--- src/rtl/elbeth_hazard_pkg.sv ---
// Shared definitions for the ELBETH pipeline hazard controller:
// FSM state encodings and the hard-wired zero register index.
package elbeth_hazard_pkg;

    typedef enum logic [1:0] {
        HZ_RUN        = 2'd0,
        HZ_DMEM_WAIT  = 2'd1,
        HZ_TRAP_REDIR = 2'd2
    } hz_state_e;

    // x0 is never a real producer, so it can never create a load-use hazard.
    localparam logic [4:0] REG_ZERO = 5'd0;

endpackage

--- src/rtl/elbeth_hazard_watchdog.sv ---
// Data-memory wait watchdog: counts consecutive enabled cycles and emits a
// registered one-cycle expiry pulse when the count reaches STALL_TIMEOUT.
// The count restarts from zero after expiry and whenever counting is disabled.
module elbeth_hazard_watchdog #(
    parameter int STALL_TIMEOUT = 255,
    parameter int CNT_W         = 8
) (
    input  logic clk,
    input  logic rst_n,
    input  logic count_en_i,
    output logic expire_o
);

    localparam logic [CNT_W-1:0] LAST_CNT = CNT_W'(STALL_TIMEOUT - 1);
    localparam logic [CNT_W-1:0] CNT_MAX  = {CNT_W{1'b1}};
    localparam logic [CNT_W-1:0] CNT_ONE  = CNT_W'(1);

    logic [CNT_W-1:0] cnt_q, cnt_d;
    logic             expire_q, expire_d;

    // Next count: saturating increment while enabled, clear on expiry or idle.
    always_comb begin
        cnt_d    = '0;
        expire_d = 1'b0;
        if (count_en_i) begin
            if (cnt_q == LAST_CNT) begin
                expire_d = 1'b1;
            end else if (cnt_q != CNT_MAX) begin
                cnt_d = cnt_q + CNT_ONE;
            end else begin
                cnt_d = cnt_q;
            end
        end
    end

    // Counter and expiry pulse registers.
    always_ff @(posedge clk or negedge rst_n) begin
        if (!rst_n) begin
            cnt_q    <= '0;
            expire_q <= 1'b0;
        end else begin
            cnt_q    <= cnt_d;
            expire_q <= expire_d;
        end
    end

    assign expire_o = expire_q;

endmodule

--- src/rtl/elbeth_hazard_unit.sv ---
// ELBETH five-stage core hazard controller. Produces zero-latency stall and
// flush controls from the current FSM state and pipeline conditions, tracks
// multi-cycle data-memory waits and the post-trap redirect cycle, and runs a
// watchdog on data-memory waits.
// Optional cycle counters: define ELBETH_HAZARD_PERF_EN to build them;
// otherwise the perf ports read as constant zero.
module elbeth_hazard_unit
    import elbeth_hazard_pkg::*;
#(
    parameter int STALL_TIMEOUT = 255,
    parameter int CNT_W         = 8
) (
    input  logic        clk,
    input  logic        rst_n,
    input  logic [4:0]  id_rs1_addr,
    input  logic [4:0]  id_rs2_addr,
    input  logic        id_rs1_used,
    input  logic        id_rs2_used,
    input  logic [4:0]  exs_rd_addr,
    input  logic        exs_ctrl_reg_w,
    input  logic        exs_ctrl_mem_en,
    input  logic        exs_ctrl_mem_rw,
    input  logic        exs_branch_taken,
    input  logic        mem_ctrl_mem_en,
    input  logic        dmem_ready,
    input  logic        imem_ready,
    input  logic        wb_trap,
    output logic        pc_stall,
    output logic        ifid_stall,
    output logic        ifid_flush,
    output logic        idexs_stall,
    output logic        idexs_flush,
    output logic        exsmem_stall,
    output logic        exsmem_flush,
    output logic        stall_timeout,
    output logic [1:0]  hz_state,
    output logic [31:0] perf_stall_cycles,
    output logic [31:0] perf_flush_cycles
);

    hz_state_e state_q, state_d;

    logic load_use;
    logic dwait;
    logic wd_count_en;

    logic pc_stall_c, ifid_stall_c, ifid_flush_c;
    logic idexs_stall_c, idexs_flush_c, exsmem_stall_c, exsmem_flush_c;

    // Hazard condition decode.
    always_comb begin
        load_use = exs_ctrl_mem_en && !exs_ctrl_mem_rw && exs_ctrl_reg_w &&
                   (exs_rd_addr != REG_ZERO) &&
                   ((id_rs1_used && (id_rs1_addr == exs_rd_addr)) ||
                    (id_rs2_used && (id_rs2_addr == exs_rd_addr)));
        dwait    = mem_ctrl_mem_en && !dmem_ready;
    end

    // Prioritised stall/flush selection and FSM next state.
    always_comb begin
        state_d        = state_q;
        pc_stall_c     = 1'b0;
        ifid_stall_c   = 1'b0;
        ifid_flush_c   = 1'b0;
        idexs_stall_c  = 1'b0;
        idexs_flush_c  = 1'b0;
        exsmem_stall_c = 1'b0;
        exsmem_flush_c = 1'b0;
        if (wb_trap) begin
            // A committing trap squashes everything younger, even mid-wait.
            ifid_flush_c   = 1'b1;
            idexs_flush_c  = 1'b1;
            exsmem_flush_c = 1'b1;
            state_d        = HZ_TRAP_REDIR;
        end else if (state_q == HZ_TRAP_REDIR) begin
            // The fetch in flight during the trap came from the old PC.
            ifid_flush_c = 1'b1;
            state_d      = HZ_RUN;
        end else if (dwait) begin
            pc_stall_c     = 1'b1;
            ifid_stall_c   = 1'b1;
            idexs_stall_c  = 1'b1;
            exsmem_stall_c = 1'b1;
            state_d        = HZ_DMEM_WAIT;
        end else begin
            state_d = HZ_RUN;
            if (exs_branch_taken) begin
                // The ID instruction is squashed, so a load-use stall is moot.
                ifid_flush_c  = 1'b1;
                idexs_flush_c = 1'b1;
            end else if (load_use) begin
                pc_stall_c    = 1'b1;
                ifid_stall_c  = 1'b1;
                idexs_flush_c = 1'b1;
            end else if (!imem_ready) begin
                pc_stall_c   = 1'b1;
                ifid_flush_c = 1'b1;
            end
        end
    end

    // FSM state register.
    always_ff @(posedge clk or negedge rst_n) begin
        if (!rst_n) begin
            state_q <= HZ_RUN;
        end else begin
            state_q <= state_d;
        end
    end

    // Only cycles that stay in the wait count; any other cycle restarts it.
    assign wd_count_en = (state_q == HZ_DMEM_WAIT) && dwait && !wb_trap;

    elbeth_hazard_watchdog #(
        .STALL_TIMEOUT (STALL_TIMEOUT),
        .CNT_W         (CNT_W)
    ) u_watchdog (
        .clk        (clk),
        .rst_n      (rst_n),
        .count_en_i (wd_count_en),
        .expire_o   (stall_timeout)
    );

    // Controls are held inactive for the whole reset window.
    assign pc_stall     = rst_n && pc_stall_c;
    assign ifid_stall   = rst_n && ifid_stall_c;
    assign ifid_flush   = rst_n && ifid_flush_c;
    assign idexs_stall  = rst_n && idexs_stall_c;
    assign idexs_flush  = rst_n && idexs_flush_c;
    assign exsmem_stall = rst_n && exsmem_stall_c;
    assign exsmem_flush = rst_n && exsmem_flush_c;
    assign hz_state     = state_q;

`ifdef ELBETH_HAZARD_PERF_EN
    logic [31:0] perf_stall_q, perf_flush_q;
    logic        any_flush;

    assign any_flush = ifid_flush || idexs_flush || exsmem_flush;

    // Free-running wrap-around cycle counters.
    always_ff @(posedge clk or negedge rst_n) begin
        if (!rst_n) begin
            perf_stall_q <= 32'd0;
            perf_flush_q <= 32'd0;
        end else begin
            perf_stall_q <= perf_stall_q + {31'd0, pc_stall};
            perf_flush_q <= perf_flush_q + {31'd0, any_flush};
        end
    end

    assign perf_stall_cycles = perf_stall_q;
    assign perf_flush_cycles = perf_flush_q;
`else
    assign perf_stall_cycles = 32'd0;
    assign perf_flush_cycles = 32'd0;
`endif

endmodule

--- config.mk ---
export PLATFORM = sky130hd
export DESIGN_NAME = elbeth_hazard_unit
export DESIGN_NICKNAME = d
export VERILOG_FILES = /design/src/rtl/elbeth_hazard_pkg.sv /design/src/rtl/elbeth_hazard_watchdog.sv /design/src/rtl/elbeth_hazard_unit.sv
export SDC_FILE = /design/constraint.sdc
export NUM_CORES = 1
export LEC_CHECK = 0
export CAP_MARGIN = 10
export CORE_MARGIN = 3
export CORE_UTILIZATION = 33
export CTS_CLUSTER_DIAMETER = 150
export DETAILED_ROUTE_END_ITERATION = 16
export PLACE_DENSITY = 0.81
export SKIP_CTS_REPAIR_TIMING = 1
export SLEW_MARGIN = 20
export SYNTH_ARGS = -nofsm -noshare
export SYNTH_HDL_FRONTEND = slang
export SYNTH_SLANG_ARGS = --single-unit
--- constraint.sdc ---
create_clock -name clk -period 1.6 [get_ports clk]
set_input_delay 0.32 -clock clk [delete_from_list [all_inputs] [get_ports clk]]
set_output_delay 0.32 -clock clk [all_outputs]
set_load 0.1 [all_outputs]
== Word level (Yosys, flattened, before mapping) ==
Index checks and enable logic that the tools add are counted.

* Register bits after elaboration: 11
* Bits of input ports: 27
* Output and inout port bits: 74
* Word-level logic and storage cells: 63

* Add/subtract/negate cells: 1
* Equal/unequal tests: 7
* Mux-type cells: 32
* Reduce and logical (&&, ||, !) cells: 20

{| class="wikitable"
|+ Operators by type and width
! cell !! count
|-
| 1-bit two-way mux || 28
|-
| 8-bit two-way mux || 3
|-
| 1-bit logical AND || 15
|-
| 5-bit equality test || 2
|-
| 8-bit by 1-bit adder with 8-bit output (second input constant) || 1
|-
| 8-bit equality test (second input constant) || 1
|-
| 8-bit != test (second input constant) || 1
|-
| 5-bit nonzero test || 1
|-
| 1-bit logical NOT || 3
|-
| 3-bit != test (second input constant) || 1
|-
| 2-bit by 1-bit equality test with 1-bit output (second input constant) || 1
|-
| 2-bit equality test (second input constant) || 1
|-
| 2-bit two-way mux || 1
|-
| 1-bit logical OR || 1
|}

== Depth between registers and ports, before layout ==
* Depth in word-level cells: 11
* Mapped depth: 6
* Gate-level depth less buffers: 6

== By module ==
From an unflattened synthesis, not the netlist that was laid out.

* Cell total of the unflattened synthesis: 163
* Area, all modules: 1,330.0 um^2

{| class="wikitable"
|+ By module, submodules not included
! module !! instances !! cells each !! area an instance (um^2) !! seq. area each (um^2)
|-
| elbeth_hazard_unit || 1 || 108 || 804.5 || 50.0
|-
| elbeth_hazard_watchdog || 1 || 55 || 525.5 || 225.2
|}

== Worst setup path before layout ==
Ideal clock, no wire load.

* Kind: flip-flop to output port
* Start point: register state_q[0], in the netlist hz_state[0]
* End point: output ifid_stall
* Data arrival time: 3.559 ns
* Required time: 1.280 ns
* Path slack: -2.279 ns
* Stages on the path, launching flop included: 5
* Buffers on the path: 0
* Cell sequence: dfrtp_1 nand2b_1 nor2b_1 nand3b_1 o21ai_0

* Cells in the longest elaborated chain, start to end: 4

{| class="wikitable"
|+ RTL lines
! item !! line !! source
|-
| from (decl) || elbeth_hazard_unit.sv:41 || <nowiki>hz_state_e state_q, state_d;</nowiki>
|-
| from (signal assigned) || elbeth_hazard_unit.sv:107 || <nowiki>state_q <= state_d;</nowiki>
|-
| 2-bit equality test || elbeth_hazard_unit.sv:75 || <nowiki>end else if (state_q == HZ_TRAP_REDIR) begin</nowiki>
|-
| 1-bit two-way mux || elbeth_hazard_unit.sv:75 ||
|-
| 1-bit two-way mux || elbeth_hazard_unit.sv:69 || <nowiki>if (wb_trap) begin</nowiki>
|-
| 1-bit logical AND || elbeth_hazard_unit.sv:126 || <nowiki>assign ifid_stall = rst_n && ifid_stall_c;</nowiki>
|-
| to (decl) || elbeth_hazard_unit.sv:29 || <nowiki>output logic ifid_stall,</nowiki>
|}

No other way between the ends.

== Worst setup path in the final report ==
* Start point: input exs_rd_addr[2]
* End point: output ifid_flush

* Cells in the longest elaborated chain, start to end: 10
* Elaborated cells on any way between the ends: 14
* Classes of those cells: 2 x eq/ne; 5 x mux; 7 x reduce/logical

{| class="wikitable"
|+ RTL lines
! item !! line !! source
|-
| from (decl) || elbeth_hazard_unit.sv:19 || <nowiki>input logic [4:0] exs_rd_addr,</nowiki>
|-
| 5-bit equality test (on tied branches) || elbeth_hazard_unit.sv:54, elbeth_hazard_unit.sv:55 ||
|-
| 1-bit logical AND (on tied branches) || elbeth_hazard_unit.sv:54, elbeth_hazard_unit.sv:55 ||
|-
| 1-bit logical OR || elbeth_hazard_unit.sv:54 || <nowiki>((id_rs1_used && (id_rs1_addr == exs_rd_addr)) ||</nowiki>
|-
| 1-bit logical AND * || elbeth_hazard_unit.sv:53 || <nowiki>(exs_rd_addr != REG_ZERO) &&</nowiki>
|-
| 1-bit two-way mux * || elbeth_hazard_unit.sv:91 || <nowiki>end else if (load_use) begin</nowiki>
|-
| 1-bit two-way mux * || elbeth_hazard_unit.sv:87 || <nowiki>if (exs_branch_taken) begin</nowiki>
|-
| 1-bit two-way mux * || elbeth_hazard_unit.sv:79 || <nowiki>end else if (dwait) begin</nowiki>
|-
| 1-bit two-way mux * || elbeth_hazard_unit.sv:75 ||
|-
| 1-bit two-way mux * || elbeth_hazard_unit.sv:69 ||
|-
| 1-bit logical AND * || elbeth_hazard_unit.sv:127 || <nowiki>assign ifid_flush = rst_n && ifid_flush_c;</nowiki>
|-
| to (decl) || elbeth_hazard_unit.sv:30 || <nowiki>output logic ifid_flush,</nowiki>
|}

Every way passes the cells marked *; elsewhere a longest branch is shown, timed or not.

==> results by group <==
Layout
  – Share of cells above drive strength 1: 27.5%
  – Nets@finish: 230
  – Fillers: 315
  – Non-Filler Instances: 246
  – Ant. Diodes: 0
  – Area grow syn2layout: 44.5%

Setup path
  – Worst Path Class, Setup: primary input to output port
  – CP endpoint kind: output port
  – Worst Path Arrival: 1.61 ns
  – Type of origin of the critical path: primary input
  – Required @ worst endpoint: 1.28 ns
  – Worst-path maximum fanout: 4

Floorplan
  – CORE AREA: 3490 um^2
  – Die X: 67.5 um
  – Die area: 4560 um^2
  – Initial Utilization: 35.7%
  – I/O Pins: 101
  – DIE HEIGHT: 67.5 um
  – Core Rows: 21

Global route
  – All-Layer GR Usage: 11.6%
  – Initial antenna violation count: 0
  – Total grt overflow: 0
  – Largest net degree at the start of global routing: 12
  – First-pass GRT wire length: 4020 um
  – Number of global-route vias before repair: 827

Synth
  – Post-synthesis sequential area ratio: 22.0%
  – Distinct cells, synth: 34
  – Syn Std Cell Area: 1250 um^2
  – Synth Register Bits: 11
  – Synth warnings: 0
  – Mean Syn Cell Area: 8.16 um^2
  – Mapped Cells: 153

Place
  – Final Wtd Congestion: 0.815
  – Port bufs: 36
  – Placed Cells: 242
  – Hpwl dp: 2290 um

Clocking
  – Max Root-Sink Buffers: 2
  – Clock sink total: 11
  – CTS Buf Count: 3
  – CTS tree: yes
  – H-tree Lvls: 1
  – Clk Latency, worst-skew pair: 0.24 ns
  – CTS root buf: clkbuf_8
  – Clock transition at the registers of the reported paths: 0.05 ns

Run status
  – Violations in the final reports: setup timing
  – Status: finished with violations

STA
  – Fin crit period: 1.93 ns
  – Pins Over Slew Limit: 0
  – Final period utilization: 121%
  – Count of final setup violators: 6
  – Post-layout worst setup margin: -0.331 ns
  – Hold violation count in the final report: 0
  – RSZ-0062 raised after global routing: true
  – Setup Skew: 0.00717 ns
  – Setup_tns: -1.74 ns
  – Max Fclk: 0.518 GHz

Power
  – VDD IR-drop max: 0.343 mV
  – Leakage power: 0.933 nW
  – Flop pwr share: 18.9%
  – Switching Fraction: 60.2%
  – Combinational share of power: 62.8%
  – Internal power: 0.600 mW
  – Clock Power Share: 18.2%
  – Switch Pwr: 0.906 mW
  – Power per cell area: 835 nW/um^2

Detailed routing
  – Vias per cell: 4.04
  – Drt first pass iters: 4
  – First-iteration detailed-routing DRC count: 84
  – Vias: 995
  – Final wirelength: 2970 um
  – Routed Antenna Nets: 0
  – Routed len/inst: 12.1 um
  – # DRC: 0

Job
  – Max Cap Viol: 0

Hold path
  – Hold crit path type: primary input to asynchronous set/reset pin
## placed cells by master, fill, tap and decap left out, types with 5 or more instances in the layout
cell,instances
dlymetal6s2s_1,14
buf_12,10
nor2_1,8
nand4_1,5
dfrtp_1,9
clkdlybuf4s50_1,7
nand3_1,5
xnor2_1,7
conb_1,64
nand2_1,6
buf_4,7
## sequential cells by signal (all words and copies together), names as in the netlist
| register | cells |
|---|---|
| hz_state | 2 |
| u_watchdog.cnt_q | 8 |
| u_watchdog.expire_o | 1 |
## final timing paths
check	cells after the start	to	slack [ns]	from
max in group asynchronous	3	hz_state[0]	1.11	rst_n
setup reg to reg	6	u_watchdog.cnt_q[3]	0.14	u_watchdog.cnt_q[1]
hold reg to reg	2	u_watchdog.cnt_q[5]	0.63	u_watchdog.cnt_q[5]
hold / removal	3	u_watchdog.expire_o	0.32	rst_n
min in group clk	2	hz_state[1]	0.41	wb_trap
setup / recovery	7	ifid_flush	-0.33	exs_rd_addr[2]
## critical path, stage by stage
cell and delay [ns]:
buf_6 0.10, or4_4 0.54, nor2_4 0.13, nor3_4 0.06, a21oi_2 0.14, o21a_4 0.15
buf_12 0.16
## power groups by stage
stage / Clock, mW / Combinational, mW / Sequential (mW)
global route: 0.313 / 0.970 / 0.285
finish: 0.275 / 0.946 / 0.285
detailed placement: 0 / 0.925 / 0.289
floorplan: 0 / 0.891 / 0.303
CTS: 0.283 / 0.926 / 0.284
global placement: 0 / 0.922 / 0.289
## final cells by class
| cell class | count | area, um^2 | area share (%) |
|---|---|---|---|
| inverter | 2 | 11.3 | 0.624 |
| multi-input combinational | 138 | 852 | 47.2 |
| clock buffer | 4 | 45.0 | 2.50 |
| timing repair buffer | 45 | 558 | 30.9 |
| sequential | 11 | 280 | 15.5 |
| tap | 46 | 57.6 | 3.19 |
## metal layers
layer	share of wire (%)	track usage, %	vias to the layer above
met5	0	0	-
met4	0.44	3.04	0
met3	8.7	2.00	2
met2	56	20.7	64
met1	35	14.3	457
li1	-	-	472
## cell usage after synthesis, drive strengths merged
| library cell | count | area [um^2] |
|---|---|---|
| a211oi | 1 | 7.51 |
| o21a | 1 | 7.51 |
| a41oi | 1 | 8.76 |
| and2 | 1 | 6.26 |
| dfrtp | 11 | 275 |
| and4 | 2 | 17.5 |
| o22ai | 1 | 6.26 |
| nand4 | 5 | 31.3 |
| xnor2 | 11 | 96.3 |
| ha | 2 | 25.0 |
| buf | 65 | 488 |
| nand3b | 1 | 7.51 |
| o21ai | 3 | 15.0 |
| or4 | 1 | 7.51 |
| a32oi | 1 | 8.76 |
| a21oi | 2 | 13.8 |
| nor3 | 5 | 30.0 |
| xor2 | 2 | 17.5 |
| nand2b | 3 | 18.8 |
| nand3 | 5 | 25.0 |
| nor3b | 1 | 7.51 |
| o21bai | 1 | 7.51 |
| nor2 | 9 | 36.3 |
| a21boi | 1 | 7.51 |
| conb | 1 | 3.75 |
| inv | 2 | 7.51 |
| nor2b | 2 | 12.5 |
| nand2 | 9 | 33.8 |
| a31oi | 1 | 6.26 |
| and3 | 2 | 12.5 |
## stage by stage
step                      utilization [%]  hold WS (ns)  power [mW]  setup WS [ns]  area (um^2)
after CTS                            48.8         0.626        1.49         -0.690         1700
after detailed placement             47.5         0.604        1.21         -0.683         1660
after global placement               47.5         0.585        1.21         -0.652         1660
after floorplan                         -        0.0244        1.19         -0.653         1570
after global routing                 51.6         0.321        1.57         -0.404         1800
final                                51.6         0.322        1.51         -0.331         1800
## cell families (layout without fill, tap and decap cells)
logic type,count (synthesis),after routing,share of synthesized area (%)
buffers and inverters,67,51,39.7
xor gates and xnor gates,13,13,9.12
DFF,11,11,22.0
and+or+nand+nor,46,46,19.7
AOI/OAI and AO/OA,13,13,7.12
other,1,64,0.300
adders and majority gates,2,2,2.00
No activity file was read; power rests on OpenSTA's default activity.
